File: config.mk
export PLATFORM = sky130hd
export DESIGN_NAME = fetch_unit
export DESIGN_NICKNAME = d
export VERILOG_FILES = /design/src/rtl/fetch_unit.sv
export SDC_FILE = /design/constraint.sdc
export NUM_CORES = 1
export LEC_CHECK = 0
export CAP_MARGIN = 15
export CORE_AREA = 4 4 214 216
export CTS_CLUSTER_SIZE = 25
export DETAILED_ROUTE_END_ITERATION = 6
export DIE_AREA = 0 0 218 220
export PLACE_DENSITY_LB_ADDON = 0.3
export SYNTH_ARGS = -nofsm -noshare
export SYNTH_HDL_FRONTEND = slang
export SYNTH_SLANG_ARGS = --single-unit
File: constraint.sdc
create_clock -name clk -period 17.9 [get_ports clk]
set_input_delay 3.58 -clock clk [delete_from_list [all_inputs] [get_ports clk]]
set_output_delay 3.58 -clock clk [all_outputs]
set_load 0.05 [all_outputs]
File: src/rtl/fetch_unit.sv
`default_nettype none
// ----------------------------------------------------------------------------
// fetch_unit : PC generation, pipelined req/gnt instruction fetch, prefetch FIFO
// Rev 1.0
// ----------------------------------------------------------------------------
module fetch_unit #(
  parameter int                    ADDR_WIDTH      = 32,
  parameter int                    DATA_WIDTH      = 32,
  parameter int                    FIFO_DEPTH      = 4,
  parameter int                    MAX_OUTSTANDING = 2,
  parameter logic [ADDR_WIDTH-1:0] RESET_PC        = '0,
  parameter logic [ADDR_WIDTH-1:0] EXC_VECTOR      = 'h180
) (
  input  logic                  clk,
  input  logic                  rst,
  output logic                  imem_req_o,
  output logic [ADDR_WIDTH-1:0] imem_addr_o,
  input  logic                  imem_gnt_i,
  input  logic                  imem_rvalid_i,
  input  logic [DATA_WIDTH-1:0] imem_rdata_i,
  output logic                  instr_valid_o,
  input  logic                  instr_ready_i,
  output logic [DATA_WIDTH-1:0] instr_o,
  output logic [ADDR_WIDTH-1:0] instr_pc_o,
  input  logic                  redirect_valid_i,
  input  logic [1:0]            redirect_mode_i,
  input  logic [ADDR_WIDTH-1:0] redirect_base_i,
  input  logic [25:0]           jmp_addr_i,
  input  logic [15:0]           branch_offset_i,
  input  logic [ADDR_WIDTH-1:0] reg_addr_i
);

  localparam int PW = $clog2(FIFO_DEPTH);
  localparam int OW = $clog2(MAX_OUTSTANDING + 1);
  localparam int SW = PW + 2;

  localparam logic [SW-1:0]         DEPTH_S = SW'(FIFO_DEPTH);
  localparam logic [OW-1:0]         MAX_O   = OW'(MAX_OUTSTANDING);
  localparam logic [OW-1:0]         OW_ONE  = OW'(1);
  localparam logic [PW:0]           PTR_ONE = (PW + 1)'(1);
  localparam logic [ADDR_WIDTH-1:0] PC_STEP = ADDR_WIDTH'(4);

  localparam logic [1:0] MODE_EXC    = 2'b00;
  localparam logic [1:0] MODE_JUMP   = 2'b01;
  localparam logic [1:0] MODE_BRANCH = 2'b10;
  localparam logic [1:0] MODE_REG    = 2'b11;

  logic [ADDR_WIDTH-1:0] fetch_pc_q, fetch_pc_d;
  logic [ADDR_WIDTH-1:0] resp_pc_q,  resp_pc_d;
  logic [OW-1:0]         out_q,      out_d;
  logic [OW-1:0]         drop_q,     drop_d;
  logic [PW:0]           wptr_q,     wptr_d;
  logic [PW:0]           rptr_q,     rptr_d;
  logic [DATA_WIDTH-1:0] mem_data_q [FIFO_DEPTH];
  logic [ADDR_WIDTH-1:0] mem_pc_q   [FIFO_DEPTH];

  logic [ADDR_WIDTH-1:0] base4;
  logic [ADDR_WIDTH-1:0] jump_tgt;
  logic [ADDR_WIDTH-1:0] branch_off;
  logic [ADDR_WIDTH-1:0] target;
  logic [PW:0]           count;
  logic                  grant;
  logic                  rsp;
  logic                  push;
  logic                  pop;

  // ---------------------------------------------------------------------------
  // Redirect target computation
  // ---------------------------------------------------------------------------
  assign base4      = redirect_base_i + PC_STEP;
  assign branch_off = {{(ADDR_WIDTH-18){branch_offset_i[15]}}, branch_offset_i, 2'b00};

  generate
    if (ADDR_WIDTH > 28) begin : g_jump_hi
      assign jump_tgt = {base4[ADDR_WIDTH-1:28], jmp_addr_i, 2'b00};
    end else begin : g_jump_lo
      assign jump_tgt = {jmp_addr_i, 2'b00};
    end
  endgenerate

  always_comb begin
    target = EXC_VECTOR;
    case (redirect_mode_i)
      MODE_EXC:    target = EXC_VECTOR;
      MODE_JUMP:   target = jump_tgt;
      MODE_BRANCH: target = base4 + branch_off;
      MODE_REG:    target = {reg_addr_i[ADDR_WIDTH-1:2], 2'b00};
      default:     target = EXC_VECTOR;
    endcase
  end

  // ---------------------------------------------------------------------------
  // Issue gating: every outstanding request holds a reserved FIFO slot
  // ---------------------------------------------------------------------------
  assign count       = wptr_q - rptr_q;
  assign imem_req_o  = !rst && !redirect_valid_i && (out_q < MAX_O) &&
                       ((SW'(out_q) + SW'(count)) < DEPTH_S);
  assign imem_addr_o = fetch_pc_q;

  assign grant = imem_req_o && imem_gnt_i;
  assign rsp   = imem_rvalid_i && (out_q != '0);
  assign push  = rsp && (drop_q == '0) && !redirect_valid_i;
  assign pop   = instr_valid_o && instr_ready_i;

  assign instr_valid_o = (wptr_q != rptr_q);
  assign instr_o       = mem_data_q[rptr_q[PW-1:0]];
  assign instr_pc_o    = mem_pc_q[rptr_q[PW-1:0]];

  // ---------------------------------------------------------------------------
  // Next-state logic
  // ---------------------------------------------------------------------------
  always_comb begin
    fetch_pc_d = fetch_pc_q;
    resp_pc_d  = resp_pc_q;
    out_d      = out_q + (grant ? OW_ONE : '0) - (rsp ? OW_ONE : '0);
    drop_d     = drop_q;
    wptr_d     = wptr_q;
    rptr_d     = rptr_q;

    if (redirect_valid_i) begin
      // Everything still in flight after this cycle belongs to the old stream.
      fetch_pc_d = target;
      resp_pc_d  = target;
      drop_d     = out_q - (rsp ? OW_ONE : '0);
      wptr_d     = '0;
      rptr_d     = '0;
    end else begin
      if (grant) begin
        fetch_pc_d = fetch_pc_q + PC_STEP;
      end
      if (rsp) begin
        if (drop_q != '0) begin
          drop_d = drop_q - OW_ONE;
        end else begin
          resp_pc_d = resp_pc_q + PC_STEP;
          wptr_d    = wptr_q + PTR_ONE;
        end
      end
      if (pop) begin
        rptr_d = rptr_q + PTR_ONE;
      end
    end
  end

  // ---------------------------------------------------------------------------
  // State registers
  // ---------------------------------------------------------------------------
  always_ff @(posedge clk or posedge rst) begin
    if (rst) begin
      fetch_pc_q <= RESET_PC;
      resp_pc_q  <= RESET_PC;
      out_q      <= '0;
      drop_q     <= '0;
      wptr_q     <= '0;
      rptr_q     <= '0;
    end else begin
      fetch_pc_q <= fetch_pc_d;
      resp_pc_q  <= resp_pc_d;
      out_q      <= out_d;
      drop_q     <= drop_d;
      wptr_q     <= wptr_d;
      rptr_q     <= rptr_d;
    end
  end

  always_ff @(posedge clk or posedge rst) begin
    if (rst) begin
      for (int i = 0; i < FIFO_DEPTH; i++) begin
        mem_data_q[i] <= '0;
        mem_pc_q[i]   <= '0;
      end
    end else if (push) begin
      mem_data_q[wptr_q[PW-1:0]] <= imem_rdata_i;
      mem_pc_q[wptr_q[PW-1:0]]   <= resp_pc_q;
    end
  end

endmodule
`default_nettype wire
# Word-level counts from Yosys, hierarchy flattened
# Cells that the tools add are included.
[totals]
reg_bits = 330
inputBits = 146
word_cells = 85
output_inout_bits = 98
[classes]
bitwise_logic = 2
n_reduce_logical = 21
n_mux = 26
n_eq_ne = 5
order_cmp = 5
n_addsub = 12
[op_table]
columns = ["cell", "count"]
rows = [
  ["$mux W32", 10],
  ["$bwmux W128", 2],
  ["$bmux W32 S2", 2],
  ["$pmux W32 S4", 1],
  ["$add A32 B3 Y32 const B", 3],
  ["$demux W32 S2", 1],
  ["$add A32 B32 Y32", 1],
  ["$mux W3", 5],
  ["$reduce_bool A2 Y1", 6],
  ["$logic_and A1 B1 Y1", 9],
  ["$add A3 B1 Y3 const B", 2],
  ["$ge A3 B3 Y1 const B", 2],
  ["$mux W2", 3],
  ["$not A2 Y3", 2],
  ["$add A2 B3 Y4", 1],
  ["$eq A2 B2 Y1 const B", 2],
  ["$logic_not A2 Y1", 2],
  ["$lt A4 B3 Y1 const B", 1],
  ["$reduce_and A2 Y1", 2],
  ["$lt A3 B1 Y1 const B", 1],
  ["$ne A3 B3 Y1", 1],
  ["$sub A3 B3 Y3", 1],
  ["$add A2 B1 Y2", 1],
  ["$eq A2 B1 Y1 const B", 1],
  ["7 further kinds", 9],
]

# Depth between registers and ports, before layout
# Gate-level depths: netlist (run 1).
[depth]
depth_word = 8
depth_mapped = 16
ltp_nobuf = 16

# Worst setup path before layout (run 1)
# Ideal clock, no wire load.
[synth_timing]
kind = "input to output"
start = "input port redirect_valid_i"
end = "output port imem_req_o"
cell_stages = 2
setup_slack_ns = 9.410
required_time_ns = 14.320
n_path_buf = 0
arrival_time_ns = 4.910
path_cell_list = "or4_1 -> a311oi_2"
[synth_between]
elab_chain_len = 4
[synth_rtl]
columns = ["element", "line", "rtl"]
rows = [
  ["from (decl)", "25", "input logic redirect_valid_i,"],
  ["$logic_not A1 Y1", "96", "assign imem_req_o = !rst && !redirect_valid_i && (out_q < MAX_O) &&"],
  ["$logic_and A1 B1 Y1 (3 in a row)", "96", ""],
  ["to (decl)", "16", "output logic imem_req_o,"],
]
# Every way passes these cells.

# Final worst setup path (run 1)
[layout_timing]
start = "input port rst"
end = "output port imem_req_o"
[layout_between]
elab_chain_len = 4
[layout_rtl]
columns = ["element", "line", "rtl"]
rows = [
  ["from (decl)", "15", "input logic rst,"],
  ["$logic_not A1 Y1 (no line)", "--", ""],
  ["$logic_and A1 B1 Y1 (3 in a row)", "96", ""],
]
# Every way passes these cells.

==> impl_metrics.json, run 1 <==
{
  "status": "completed",
  "async_reset_ff_frac": 1.000,
  "fin_crit_ps": 9611,
  "ys_ff_latch": 330,
  "crit_fanout": 2,
  "via_per_inst": 5.429,
  "finalSetupTns_ps": 0,
  "hold_path_depth": 1,
  "cts_hold_buf": 0,
  "clockBufferDepth": 3,
  "synth_edf_count": 0,
  "ys_warn_count": 0,
  "ctsResizeCount": 0,
  "worst-r2r-cell-count": 12,
  "fp.dieW_um": 218,
  "maxSlewHeadroom": 0.2785,
  "slew_violations": 0,
  "rsz0062_at_grt": "false",
  "root_buffer": "clkbuf_16",
  "clk-insertion-delay-late_ps": 520,
  "drt-total-wl_mm": 46.05,
  "place_hpwl_mm": 32.16,
  "antenna_found_initial": 4,
  "instances_no_fill": 2328,
  "route.detailed.drc": 0,
  "die_h_um": 220,
  "synth.avg_cell_area_um2": 11.92,
  "post_cts_buffers": 0,
  "arrival_ps": 6030,
  "yosysSeqAreaShare": 0.4632,
  "cp.required_ps": 14320,
  "synthFlopType": "dfrtp_1",
  "grt_pass1_wl_mm": 72.74,
  "diodes": 0,
  "peakVddDrop_mv": 0.09572,
  "nets": 1909,
  "areaGrowthSynthToFinish_pct": 23.93,
  "post-route-util": 0.5029,
  "cp-end-kind": "primary output",
  "power_density_nw_per_um2": 141.2,
  "skew_ps": 16.56,
  "setup_viol": 0,
  "final.period_utilization": 0.5369,
  "worstMarginPinSlew_ps": 1082,
  "grt_pass1_vias": 13022,
  "globalRouteOverflowTotal": 0,
  "numClockSinks": 330,
  "placed_cells": 2264,
  "h-tree-depth": 2,
  "dr.pass1.iters": 5,
  "drive_above_1_share": 0.2454,
  "drt-initial-drc-count": 891,
  "syn_nets": 1693,
  "port_buffers": 241,
  "grt_usage": 0.1887,
  "routedWlPerCell_um": 19.78,
  "critical_path_class": "in2out",
  "ant_nets": 0,
  "core_um2": 43930,
  "synth_cells": 1496,
  "dieArea_um2": 47960,
  "n_fill_cell": 3887,
  "mostFrequentLayoutCell": "dfrtp_1",
  "regArea_um2": 8263,
  "vias": 12639,
  "syn_area_um2": 17830,
  "rows": 77,
  "start_kind": "primary input",
  "gp_congestion": 0.8663,
  "multiInputGateArea_um2": 9105,
  "hp-class": "reg2reg",
  "hold_violations": 0,
  "start_util": 0.4058,
  "cts.clk_slew.worst_paths_ps": 60,
  "grt_max_degree": 159,
  "numCtsBuffers": 36,
  "cts_tree": "yes",
  "cap_violations": 0,
  "synth_cell_types": 69,
  "fmaxAchievable_mhz": 104.1,
  "total_leakage_power_nw": 9.530,
  "mostFrequentLayoutCells": "dfrtp_1 (328), mux2_2 (260), clkdlybuf4s50_1 (239), nand2_1 (87), a21oi_1 (87)",
  "ioPinCount": 244
}
==> metal layers <==
| metal | vias up | track usage | part of all wire |
|---|---|---|---|
| met1 | 6328 | 0.2589 | 0.45 |
| met4 | 6 | 0.04045 | 0.018 |
| met5 | - | 0 | 0.00074 |
| li1 | 5887 | - | - |
| met3 | 58 | 0.04454 | 0.069 |
| met2 | 360 | 0.3081 | 0.47 |
==> power breakdown <==
part           leakage [nW]  internal, mW  total (mW)  switching, mW
combinational          4.58         0.558        1.28          0.726
clock                 0.613         0.487       0.778          0.290
sequential             4.34         0.925        1.06          0.135
total                  9.53          1.97        3.12           1.15
==> cell type report <==
type                            count  share of cell area
Clock buffer                       54             0.04887
Multi-Input combinational cell   1046              0.4121
Sequential cell                   330              0.3740
Tap cell                          592             0.03353
Inverter                           39            0.007192
Clock inverter                      8            0.007645
Timing Repair Buffer              259              0.1167
==> cells by family after synthesis <==
| family | after synthesis | synth area share |
|---|---|---|
| mux | 332 | 0.2496 |
| flops | 330 | 0.4632 |
| simple gates | 326 | 0.08942 |
| compound gates | 235 | 0.08275 |
| buf+inv | 120 | 0.02632 |
| xor+xnor | 102 | 0.05208 |
| fa+ha+maj | 51 | 0.03664 |
==> Yosys cell counts, types with 13 or more instances <==
cell / number / area share
clkbuf_1: 62 / 0.013
o21ai_0: 43 / 0.012
nor2_1: 81 / 0.017
and3_1: 16 / 0.0056
buf_1: 13 / 0.0027
nand4_1: 23 / 0.0081
mux4_2: 64 / 0.081
nand2_1: 87 / 0.018
a31oi_1: 14 / 0.0049
dfrtp_1: 330 / 0.46
a221oi_1: 13 / 0.0064
nand3_1: 49 / 0.014
xnor2_1: 50 / 0.025
inv_1: 37 / 0.0078
xor2_1: 49 / 0.024
mux2_2: 260 / 0.16
ha_1: 49 / 0.034
a21oi_1: 87 / 0.024
==> flip-flops by register name, indices dropped and copies added (netlist names) <==
register	count
drop_q	2
out_q	2
mem_pc_q	128
wptr_q	3
rptr_q	3
imem_addr_o	32
mem_data_q	128
resp_pc_q	32
==> final timing paths <==
kind	slack, ps	end	start
max in group asynchronous	12520	mem_pc_q[17]	rst
worst max-delay path	8290	imem_req_o	rst
worst max register to register	13330	imem_addr_o[28]	rptr_q[0]
worst min-delay path	500	mem_data_q[63]	mem_data_q[63]
min in group asynchronous	3460	mem_data_q[61]	rst
worst min register to register	500	mem_data_q[63]	mem_data_q[63]
==> worst max-delay path, stage by stage <==
cell and delay (ps):
clkdlybuf4s50_1 510, or4_1 460, a311oi_2 560, clkdlybuf4s50_1 910
==> through the flow <==
| stage | hold slack [ps] | power, mW | worst slack, ps | area [um2] |
|---|---|---|---|---|
| CTS | 503.8 | 3.157 | 8307 | 22040 |
| detailed placement | 490.5 | 2.368 | 8318 | 20790 |
| floorplan | 475.2 | 1.961 | 5180 | 17830 |
| finish | 501.1 | 3.121 | 8289 | 22090 |
| global route | 510.4 | 3.274 | 8188 | 22090 |
| global placement | 483.3 | 2.339 | 8331 | 20790 |
No activity file was read; power rests on OpenSTA's default activity.
==> run 2: changes to the inputs <==
==> constraint.sdc (replaced) <==
create_clock -name clk -period 7.8 [get_ports clk]
set_input_delay 1.56 -clock clk [delete_from_list [all_inputs] [get_ports clk]]
set_output_delay 1.56 -clock clk [all_outputs]
set_load 0.05 [all_outputs]
==> impl_metrics.json, run 2 (synthesis gave the netlist of run 1 again) <==
{
  "ant_nets": 0,
  "rows": 77,
  "grt_pass1_vias": 13252,
  "vias": 12557,
  "die_h_um": 220,
  "gp_congestion": 0.8750,
  "maxSlewHeadroom": 0.2798,
  "globalRouteOverflowTotal": 0,
  "cts_tree": "yes",
  "cts_hold_buf": 0,
  "cts.clk_slew.worst_paths_ps": 60,
  "drt-total-wl_mm": 45.63,
  "critical_path_class": "reg2out",
  "arrival_ps": 4310,
  "hold_path_depth": 1,
  "multiInputGateArea_um2": 9105,
  "mostFrequentLayoutCell": "dfrtp_1",
  "place_hpwl_mm": 32.33,
  "cap_violations": 0,
  "rsz0062_at_grt": "false",
  "cp-end-kind": "primary output",
  "setup_slack_ps": 1925,
  "diodes": 0,
  "placed_cells": 2264,
  "p_total_mw": 7.085,
  "start_util": 0.4058,
  "instances_no_fill": 2330,
  "hold_slack_ps": 498.3,
  "port_buffers": 241,
  "grt_usage": 0.1884,
  "dr.pass1.iters": 4,
  "fmaxAchievable_mhz": 170.2,
  "nets": 1908,
  "worstMarginPinSlew_ps": 1080,
  "drt-initial-drc-count": 749,
  "slew_violations": 0,
  "antenna_found_initial": 0,
  "grt_pass1_wl_mm": 72.20,
  "hp-class": "reg2reg",
  "place_ws_ps": 1897,
  "dpl_cell_area_um2": 20800,
  "setup_viol": 0,
  "power_density_nw_per_um2": 321.7,
  "fin_crit_ps": 5875,
  "skew_ps": 14.69,
  "worst-r2r-cell-count": 12,
  "core_um2": 43930,
  "mostFrequentLayoutCells": "dfrtp_1 (328), mux2_2 (260), clkdlybuf4s50_1 (240), nand2_1 (87), a21oi_1 (87)",
  "dieArea_um2": 47960,
  "drive_above_1_share": 0.2445,
  "hold_violations": 0,
  "post-route-util": 0.5013,
  "total_leakage_power_nw": 9.482,
  "top_regs": "mem_data_q: 128 flops, mem_pc_q: 128 flops",
  "cp.required_ps": 6240,
  "status": "completed",
  "routedWlPerCell_um": 19.58,
  "numClockSinks": 330,
  "grt_max_degree": 191,
  "ioPinCount": 244,
  "clockBufferDepth": 3,
  "areaGrowthSynthToFinish_pct": 23.53,
  "ctsResizeCount": 0,
  "peakVddDrop_mv": 0.2691,
  "n_fill_cell": 3913,
  "route.detailed.drc": 0,
  "fp.dieW_um": 218,
  "final.period_utilization": 0.7532,
  "clk-insertion-delay-late_ps": 530,
  "root_buffer": "clkbuf_16",
  "finalSetupTns_ps": 0,
  "h-tree-depth": 2,
  "crit_fanout": 29,
  "regArea_um2": 8263,
  "numCtsBuffers": 36,
  "start_kind": "flip-flop",
  "post_cts_buffers": 0,
  "via_per_inst": 5.389,
  "final_area_um2": 22020
}
## run 2: final timing paths
check | start | end | slack [ps]
worst max-delay path | rptr_q[0] | imem_req_o | 1930
min in group asynchronous | rst | mem_data_q[125] | 1460
worst max register to register | rptr_q[0] | imem_addr_o[28] | 3200
worst min register to register | mem_pc_q[55] | mem_pc_q[55] | 500
max in group asynchronous | rst | mem_pc_q[103] | 4960
worst min-delay path | mem_pc_q[55] | mem_pc_q[55] | 500
## run 2: worst max-delay path, stage by stage (launching register included)
cell and delay, ps:
dfrtp_4 820, ha_1 260, inv_1 50, fa_1 440, ha_1 180, or4_1 550, a311oi_2 540, clkdlybuf4s50_1 920
## run 2: routing by layer
| metal | part of all wire | track usage | wire length (um) |
|---|---|---|---|
| met1 | 0.44 | 0.2500 | 20080 |
| met2 | 0.47 | 0.3132 | 21540 |
| met3 | 0.064 | 0.04371 | 2904 |
| met4 | 0.024 | 0.05035 | 1104 |
| met5 | 0 | 0 | 0 |
## run 2: area by class of cell
class	count	area share
Clock buffer	51	0.04574
Inverter	39	0.007045
Timing Repair Buffer	258	0.1166
Clock inverter	14	0.008352
Sequential cell	330	0.3752
Multi-Input combinational cell	1046	0.4134
Tap cell	592	0.03363
## run 2: power by group
part | internal [mW] | total (mW) | switching [mW] | leakage, nW
logic | 1.28 | 2.96 | 1.68 | 4.56
clock network | 1.01 | 1.70 | 0.691 | 0.579
registers | 2.12 | 2.42 | 0.301 | 4.34
